===== src/rtl/nlc_pkg.sv =====
// Shared definitions for the NLC channel scheduler: default sizes, the
// operation-mode encoding and the scheduler FSM state enum.
package nlc_pkg;

    localparam int NLC_NUM_CH_DEF = 16;
    localparam int NLC_XW_DEF     = 21;
    localparam int NLC_CH_W       = 4;

    typedef enum logic [1:0] {
        MODE_EXTERNAL = 2'b00,
        MODE_UPGRADE  = 2'b01,
        MODE_ERROR    = 2'b10,
        MODE_STORED   = 2'b11
    } nlc_mode_e;

    typedef enum logic [1:0] {
        ST_IDLE  = 2'd0,
        ST_ISSUE = 2'd1,
        ST_DRAIN = 2'd2,
        ST_DONE  = 2'd3
    } nlc_state_e;

endpackage


===== src/rtl/nlc_ch_scheduler_if.sv =====
// Issue/result link between the channel scheduler and the shared NLC core.
//
// Handshake: the issue side is strict valid/ready. A transfer happens on a
// rising edge where core_vld_o and core_rdy_i are both high; while core_vld_o
// is high and core_rdy_i is low, core_ch_o/core_x_adc_o/core_mode_o are held
// stable and core_vld_o is not withdrawn. The result side is valid-only: the
// core presents core_vld_i with core_ch_i/core_x_lin_i for one cycle and the
// scheduler always accepts it (no back-pressure towards the core).
interface nlc_ch_scheduler_if #(
    parameter int XW = nlc_pkg::NLC_XW_DEF
);
    import nlc_pkg::*;

    logic                core_vld_o;
    logic                core_rdy_i;
    logic [NLC_CH_W-1:0] core_ch_o;
    logic [XW-1:0]       core_x_adc_o;
    logic [1:0]          core_mode_o;
    logic                core_vld_i;
    logic [NLC_CH_W-1:0] core_ch_i;
    logic [XW-1:0]       core_x_lin_i;

    // Scheduler view
    modport master (
        output core_vld_o, core_ch_o, core_x_adc_o, core_mode_o,
        input  core_rdy_i, core_vld_i, core_ch_i, core_x_lin_i
    );

    // Core view
    modport slave (
        input  core_vld_o, core_ch_o, core_x_adc_o, core_mode_o,
        output core_rdy_i, core_vld_i, core_ch_i, core_x_lin_i
    );

    // Result storage view: only the returning results
    modport bank (
        input core_vld_i, core_ch_i, core_x_lin_i
    );

endinterface


===== src/rtl/nlc_result_bank.sv =====
// Per-channel result registers, the done mask and the all-done detect.
// Results may arrive in any order; a repeated channel overwrites its data.
module nlc_result_bank
    import nlc_pkg::*;
#(
    parameter int NUM_CH = NLC_NUM_CH_DEF,
    parameter int XW     = NLC_XW_DEF
) (
    input  logic                 clk,
    input  logic                 rst_n,
    input  logic                 clear_i,
    input  logic                 accept_i,
    nlc_ch_scheduler_if.bank     rif,
    output logic [NUM_CH*XW-1:0] result_flat_o,
    output logic                 all_done_o
);

    logic [XW-1:0]     result_q [NUM_CH];
    logic [XW-1:0]     result_d [NUM_CH];
    logic [NUM_CH-1:0] done_q;
    logic [NUM_CH-1:0] done_d;

    // Write an accepted result into its channel slot; channel codes with no
    // slot simply match nothing and are dropped.
    always_comb begin
        result_d = result_q;
        done_d   = done_q;
        if (clear_i) begin
            done_d = '0;
        end else if (accept_i && rif.core_vld_i) begin
            for (int i = 0; i < NUM_CH; i++) begin
                if (rif.core_ch_i == NLC_CH_W'(i)) begin
                    result_d[i] = rif.core_x_lin_i;
                    done_d[i]   = 1'b1;
                end
            end
        end
    end

    // Result and done-mask registers
    always_ff @(posedge clk or negedge rst_n) begin
        if (!rst_n) begin
            for (int i = 0; i < NUM_CH; i++) begin
                result_q[i] <= '0;
            end
            done_q <= '0;
        end else begin
            result_q <= result_d;
            done_q   <= done_d;
        end
    end

    // Flatten results (ch0 in LSBs)
    always_comb begin
        result_flat_o = '0;
        for (int i = 0; i < NUM_CH; i++) begin
            result_flat_o[i*XW +: XW] = result_q[i];
        end
    end

    // Looks at the mask including this cycle's write so the FSM can reach
    // DONE on the edge that stores the final result.
    assign all_done_o = &done_d;

endmodule


===== src/rtl/nlc_ch_scheduler.sv =====
// Time-multiplexes NUM_CH ADC channels onto one shared NLC core: captures a
// frame, issues channels 0..NUM_CH-1 over a valid/ready link, collects
// results in any order and pulses srdyo once every channel has returned.
// Optional feature: define NLC_SCHED_OVERRUN_EN to build the sticky
// overrun flag (srdyi seen while busy); otherwise overrun_o is tied low.
module nlc_ch_scheduler
    import nlc_pkg::*;
#(
    parameter int NUM_CH = NLC_NUM_CH_DEF,
    parameter int XW     = NLC_XW_DEF
) (
    input  logic                 clk,
    input  logic                 reset,
    input  logic                 srdyi,
    input  logic [1:0]           operation_mode_i,
    input  logic [NUM_CH*XW-1:0] x_adc_flat,
    output logic [NUM_CH*XW-1:0] x_lin_flat,
    output logic                 srdyo,
    output logic                 busy,
    output logic                 core_vld_o,
    input  logic                 core_rdy_i,
    output logic [3:0]           core_ch_o,
    output logic [XW-1:0]        core_x_adc_o,
    output logic [1:0]           core_mode_o,
    input  logic                 core_vld_i,
    input  logic [3:0]           core_ch_i,
    input  logic [XW-1:0]        core_x_lin_i,
    output logic                 overrun_o,
    output nlc_state_e           state_o
);

    localparam logic [NLC_CH_W-1:0] LAST_CH = NLC_CH_W'(NUM_CH - 1);

    nlc_ch_scheduler_if #(.XW(XW)) core_if ();

    nlc_state_e          state_q, state_d;
    logic [NLC_CH_W-1:0] cnt_q, cnt_d;
    logic [XW-1:0]       sample_q [NUM_CH];
    logic [XW-1:0]       sample_d [NUM_CH];
    nlc_mode_e           mode_q, mode_d;

    logic                issue_vld;
    logic [NLC_CH_W-1:0] issue_ch;
    logic [XW-1:0]       issue_x;
    logic [1:0]          issue_mode;
    logic                issue_hs;
    logic                srdyo_c;
    logic                busy_c;
    logic                capture;
    logic                accept;
    logic                all_done;
    logic [XW-1:0]       sel_x;

    assign core_if.core_rdy_i   = core_rdy_i;
    assign core_if.core_vld_i   = core_vld_i;
    assign core_if.core_ch_i    = core_ch_i;
    assign core_if.core_x_lin_i = core_x_lin_i;
    assign core_if.core_vld_o   = issue_vld;
    assign core_if.core_ch_o    = issue_ch;
    assign core_if.core_x_adc_o = issue_x;
    assign core_if.core_mode_o  = issue_mode;

    assign core_vld_o   = core_if.core_vld_o;
    assign core_ch_o    = core_if.core_ch_o;
    assign core_x_adc_o = core_if.core_x_adc_o;
    assign core_mode_o  = core_if.core_mode_o;

    assign issue_hs = issue_vld & core_if.core_rdy_i;
    assign capture  = (state_q == ST_IDLE) & srdyi;
    assign accept   = (state_q == ST_ISSUE) | (state_q == ST_DRAIN);
    assign srdyo    = srdyo_c;
    assign busy     = busy_c;
    assign state_o  = state_q;

    // FSM state register; reset abandons any frame in flight
    always_ff @(posedge clk or negedge reset) begin
        if (!reset) begin
            state_q <= ST_IDLE;
        end else begin
            state_q <= state_d;
        end
    end

    // FSM next state; completion is checked in ISSUE too, since an
    // out-of-order core may finish before the last channel is issued
    always_comb begin
        state_d = state_q;
        case (state_q)
            ST_IDLE:  if (srdyi) state_d = ST_ISSUE;
            ST_ISSUE: begin
                if (all_done) begin
                    state_d = ST_DONE;
                end else if (issue_hs && cnt_q == LAST_CH) begin
                    state_d = ST_DRAIN;
                end
            end
            ST_DRAIN: if (all_done) state_d = ST_DONE;
            ST_DONE:  state_d = ST_IDLE;
            default:  state_d = ST_IDLE;
        endcase
    end

    // FSM outputs; issue fields read zero outside ISSUE
    always_comb begin
        issue_vld  = 1'b0;
        issue_ch   = '0;
        issue_x    = '0;
        issue_mode = '0;
        srdyo_c    = 1'b0;
        busy_c     = 1'b1;
        case (state_q)
            ST_IDLE:  busy_c = 1'b0;
            ST_ISSUE: begin
                issue_vld  = 1'b1;
                issue_ch   = cnt_q;
                issue_x    = sel_x;
                issue_mode = mode_q;
            end
            ST_DONE:  srdyo_c = 1'b1;
            default:  ;
        endcase
    end

    // Captured sample for the channel being issued
    always_comb begin
        sel_x = '0;
        for (int i = 0; i < NUM_CH; i++) begin
            if (cnt_q == NLC_CH_W'(i)) sel_x = sample_q[i];
        end
    end

    // Frame capture and issue counter; the counter only moves on a handshake
    // so a stalled issue keeps presenting the same channel
    always_comb begin
        cnt_d    = cnt_q;
        sample_d = sample_q;
        mode_d   = mode_q;
        if (capture) begin
            cnt_d  = '0;
            mode_d = nlc_mode_e'(operation_mode_i);
            for (int i = 0; i < NUM_CH; i++) begin
                sample_d[i] = x_adc_flat[i*XW +: XW];
            end
        end else if (issue_hs) begin
            cnt_d = cnt_q + NLC_CH_W'(1);
        end
    end

    // Counter, captured samples and captured mode
    always_ff @(posedge clk or negedge reset) begin
        if (!reset) begin
            cnt_q  <= '0;
            mode_q <= MODE_EXTERNAL;
            for (int i = 0; i < NUM_CH; i++) begin
                sample_q[i] <= '0;
            end
        end else begin
            cnt_q    <= cnt_d;
            mode_q   <= mode_d;
            sample_q <= sample_d;
        end
    end

    nlc_result_bank #(
        .NUM_CH (NUM_CH),
        .XW     (XW)
    ) u_result_bank (
        .clk           (clk),
        .rst_n         (reset),
        .clear_i       (capture),
        .accept_i      (accept),
        .rif           (core_if.bank),
        .result_flat_o (x_lin_flat),
        .all_done_o    (all_done)
    );

`ifdef NLC_SCHED_OVERRUN_EN
    logic overrun_q, overrun_d;

    // Sticky: a new frame request while a frame is in flight
    always_comb begin
        overrun_d = overrun_q | (srdyi & busy_c);
    end

    // Overrun flag register, cleared only by reset
    always_ff @(posedge clk or negedge reset) begin
        if (!reset) begin
            overrun_q <= 1'b0;
        end else begin
            overrun_q <= overrun_d;
        end
    end

    assign overrun_o = overrun_q;
`else
    assign overrun_o = 1'b0;
`endif

endmodule


===== config.mk =====
export PLATFORM = sky130hd
export DESIGN_NAME = nlc_ch_scheduler
export DESIGN_NICKNAME = d
export VERILOG_FILES = /design/src/rtl/nlc_pkg.sv /design/src/rtl/nlc_ch_scheduler_if.sv /design/src/rtl/nlc_result_bank.sv /design/src/rtl/nlc_ch_scheduler.sv
export SDC_FILE = /design/constraint.sdc
export NUM_CORES = 1
export LEC_CHECK = 0
export ABC_AREA = 1
export CORE_AREA = 2 2 283 285
export CTS_CLUSTER_SIZE = 14
export DETAILED_ROUTE_END_ITERATION = 8
export DIE_AREA = 0 0 285 287
export DONT_BUFFER_PORTS = 1
export PLACE_DENSITY = 0.5
export SLEW_MARGIN = 20
export SYNTH_ARGS = -nofsm -noshare
export SYNTH_HDL_FRONTEND = slang
export SYNTH_HIERARCHICAL = 1
export SYNTH_SLANG_ARGS = --single-unit

===== constraint.sdc =====
create_clock -name clk -period 2.6 [get_ports clk]
set_clock_uncertainty 0.15 [all_clocks]
set_input_delay 0.52 -clock clk [delete_from_list [all_inputs] [get_ports clk]]
set_output_delay 0.52 -clock clk [all_outputs]
set_load 0.02 [all_outputs]

==> metrics.md <==
| Metric | Value |
|---|---|
| DP HPWL | 74.6 mm |
| CTS max path bufs | 3 |
| Tcrit/Tclk final | 1.39 |
| Via Count | 25000 |
| Die width | 285 um |
| Clock latency on the worst-skew pair | 0.62 ns |
| Antenna-violating nets left | 0 |
| Initial antenna violation count | 9 |
| Vias in the first global route | 25000 |
| R2r setup slk | 0.21 ns |
| Synth async-reset ratio | 1.00 |
| DRT iter0 DRCs | 2000 |
| Crit path max-delay cell type | dfrtp_1 |
| CP max FO | 7 |
| Synth Area per Inst | 8.27 um2 |
| Drt via density | 4.95 |
| Count of hold-fix buffers inserted at cts | 339 |
| Largest net degree at the start of global routing | 697 |
| Violated checks | negative hold slack, negative setup slack |
| CP startpoint kind | flip-flop |
| Clk sinks | 696 |
| Reg2reg end | state_o[0]$_DFFE_PN0P_ |
| Layout cells sized above 1 | 0.151 |
| Crit path required time | 1.93 ns |
| Htree depth | 3 |
| Synth unique cells | 32 |
| Max Cap Viol | 0 |
| Initial core utilization | 0.376 |
| EDFF count, synth | 0 |
| Final WS setup | -1.01 ns |
| Layout area overhead | 31.7% |
| GRT Total Usage | 0.261 |
| Power share of the combinational group | 0.276 |
| Pre-CTS WS | -0.581 ns |
| CTS tree | yes |
| Rows | 103 |
| CP delay by family, top | simple AND/OR/NAND/NOR gates |
| Max Freq | 277 MHz |
| Wirelength per Cell | 21.8 um |
| Die area | 0.0818 mm2 |
| Clock network fraction of design power | 0.254 |
| Critical Path Max Stage Delay | 0.42 ns |
| Worst setup path class | reg2out |
| Core footprint | 0.0786 mm2 |
| Clock transition at path regs | 0.06 ns |
| RSZ-0062 raised after global routing | true |
| Sw Share | 0.411 |
| Clock root cell | clkbuf_16 |
| Slew margin rel. | 0.282 |
| Worst path cell trace | inv_2 -> ha_4 -> inv_6 -> nor2_8 -> buf_6 -> nand3_2 -> nand3_2 -> nand2_2 -> nand2_2 -> nand2_2 -> nand2_2 -> nand2_2 -> nand3_2 -> nand2_2 -> nand3_2 -> nand3_2 -> nand3_4 -> nand2_4 -> a21oi_4 |
| Syn Nets | 3951 |
| Lkg Pwr | 19.5 nW |
| # IOs | 737 |
| Yosys Warn Count | 6 |
| Grt ovf | 0 |
| CP Capture Type | output port |
| RePlAce Congestion | 0.904 |
| Fin crit period | 3.61 ns |
| Most Frequent Cell on Critical Path | nand2_2 |
| Wirelength, routed | 110 mm |
| # port buffers | 0 |
| Pre-Repair DR Iteration Count | 6 |
| Peak VDD IR | 0.000626 V |
| Syn Inst Count | 3574 |
| CTS Buf Count | 79 |
| Worst hold path class | in2async |
| Pwr Total | 45.3 mW |
| FF+latch count, synth | 696 |
| Slew Limit Fails | 0 |
| CP Data Arrival Time | 2.94 ns |
| Psw | 18.6 mW |
| Worst hold slack | -0.580 ns |
| Seq/Total Area, Yosys | 0.590 |
| Buffers plus inverters on the worst setup path | 3 |
| Slew of the pin with the lowest slew margin | 1.08 ns |
| Origin of the critical flop-to-flop path | state_o[1]$_DFFE_PN0P_ |
| Status | complete, but fails checks |
| Final Hold Viols | 375 |
| First-pass GRT wire length | 161 mm |
| Die H | 287 um |
| Post-synth top flop | dfrtp_1 |
| Post-synthesis cell area | 0.0295 mm2 |
| Seq pwr share | 0.470 |
| Pwr per Cell Area | 1160 mW/mm2 |
| Final setup violation count | 21 |
| NumNets Final | 4307 |
| FF-to-FF path depth | 15 |
| Internal | 26.7 mW |
| # DRC | 0 |
[cell usage in the layout (no fill, tap or decap), types with 8 or more instances in the layout]
cell | synthesis | final
nand3_2 | 2 | 83
or2_2 | 20 | 20
buf_6 | 8 | 9
buf_12 | 1 | 27
nand2_4 | 13 | 29
nand2_1 | 1736 | 1616
nand3_1 | 126 | 38
clkinv_2 | 0 | 9
inv_2 | 13 | 16
a21oi_1 | 57 | 45
dlygate4sd3_1 | 0 | 339
a21oi_4 | 0 | 21
clkbuf_1 | 136 | 18
inv_1 | 102 | 93
diode_2 | 0 | 8
dfrtp_1 | 696 | 692
clkbuf_8 | 0 | 18
nor2_1 | 152 | 143
o21ai_1 | 68 | 68
o21ai_0 | 315 | 315
clkbuf_16 | 0 | 83
nand2_2 | 10 | 113
buf_4 | 4 | 109
[layer usage]
layer,share of wire,track usage
met3,0.075,0.0648
met2,0.48,0.430
met4,0.036,0.0995
met5,0.00022,0
met1,0.41,0.333
[flip-flops by register name (all words and copies together) (netlist names)]
name and count:
cnt_q 4, state_o 2, mode_q 2, sample_q 336
u_result_bank/result_flat_o 336, u_result_bank/done_q 16
[kinds of logic after synthesis]
family,share of synthesized area
other,0.000127
and+or+nand+nor,0.279
AOI/OAI and AO/OA,0.0784
DFF,0.590
buffers and inverters,0.0491
adders and majority gates,0.00381
[worst reg2reg max path, delay by kind of cell (launching register included)]
family                     cells  cell delay (ns)
AOI/OAI and AO/OA              3             0.33
adders and majority gates      1             0.33
buffers and inverters          3             0.41
DFF                            1             0.35
and+or+nand+nor                8             0.68
[metrics by stage]
stage | cells | area (um2) | util | TNS (ns)
after floorplan | 3574 | 29800 | - | -0.213
after global placement | 4535 | 31400 | 0.400 | -10.18
after detailed placement | 4535 | 31400 | 0.400 | -10.76
after CTS | 5020 | 38200 | 0.486 | -21.61
after global routing | 5045 | 38900 | 0.495 | -23.31
final | 5047 | 38900 | 0.495 | -20.03
[repair_timing]
action,CTS,global route
buffers inserted,4,10
endpoints found under the hold margin,1035,375
gates cloned,2,4
pin swaps,71,106
setup endpoints to repair,27,36
gates resized for setup,162,108
[Yosys cell counts (2+ instances only)]
library cell / n / area share
inv_4: 2 / 0.00042
ha_1: 9 / 0.0038
nand3_1: 126 / 0.021
or2_1: 2 / 0.00042
nor2_8: 3 / 0.0020
o21ai_0: 315 / 0.053
o21ai_1: 68 / 0.012
a21oi_1: 57 / 0.0097
nand2_4: 13 / 0.0050
inv_2: 13 / 0.0017
a21oi_2: 10 / 0.0030
clkbuf_1: 136 / 0.017
nor2_1: 152 / 0.019
dfrtp_1: 696 / 0.59
or2_0: 3 / 0.00064
nand2_1: 1736 / 0.22
nand2_2: 10 / 0.0021
o22ai_1: 2 / 0.00042
buf_2: 55 / 0.0093
clkbuf_2: 16 / 0.0027
buf_6: 8 / 0.0030
nor2_4: 3 / 0.0011
nand3_2: 2 / 0.00068
buf_4: 4 / 0.0010
inv_1: 102 / 0.013
or2_2: 20 / 0.0042
nand4_1: 6 / 0.0013
[how the worst max path moves through the flow]
stage / startpoint / end / slack [ns] / cells after the start
final: cnt_q[0]$_DFFE_PN0P_ / core_x_adc_o[13] / -1.01 / 19
after detailed placement: cnt_q[0]$_DFFE_PN0P_ / core_x_adc_o[0] / -0.58 / 19
after global routing: cnt_q[0]$_DFFE_PN0P_ / core_x_adc_o[15] / -1.15 / 19
after floorplan: cnt_q[1]$_DFFE_PN0P_ / core_x_adc_o[13] / -0.04 / 20
after global placement: cnt_q[0]$_DFFE_PN0P_ / core_x_adc_o[20] / -0.57 / 19
after CTS: cnt_q[0]$_DFFE_PN0P_ / core_x_adc_o[4] / -1.07 / 17
[power by group through the flow]
stage / logic (mW) / clock network [mW] / registers [mW]
floorplan: 7.34 / 0 / 19.6
global placement: 10.1 / 0 / 21.4
detailed placement: 10.4 / 0 / 21.2
CTS: 11.7 / 11.8 / 21.2
global route: 14.1 / 12.2 / 21.7
finish: 12.5 / 11.5 / 21.3
[area by class of cell]
type,count,area [um2]
diodes,8,20.0
inverters,117,484
well taps,1050,1310
multi-input cells,2543,11900
clock inverters,25,405
clock buffers,115,2290
repair buffers,493,5090
flip-flops and latches,696,17400
fillers,7412,39700
(Power assumes the default switching activity.)
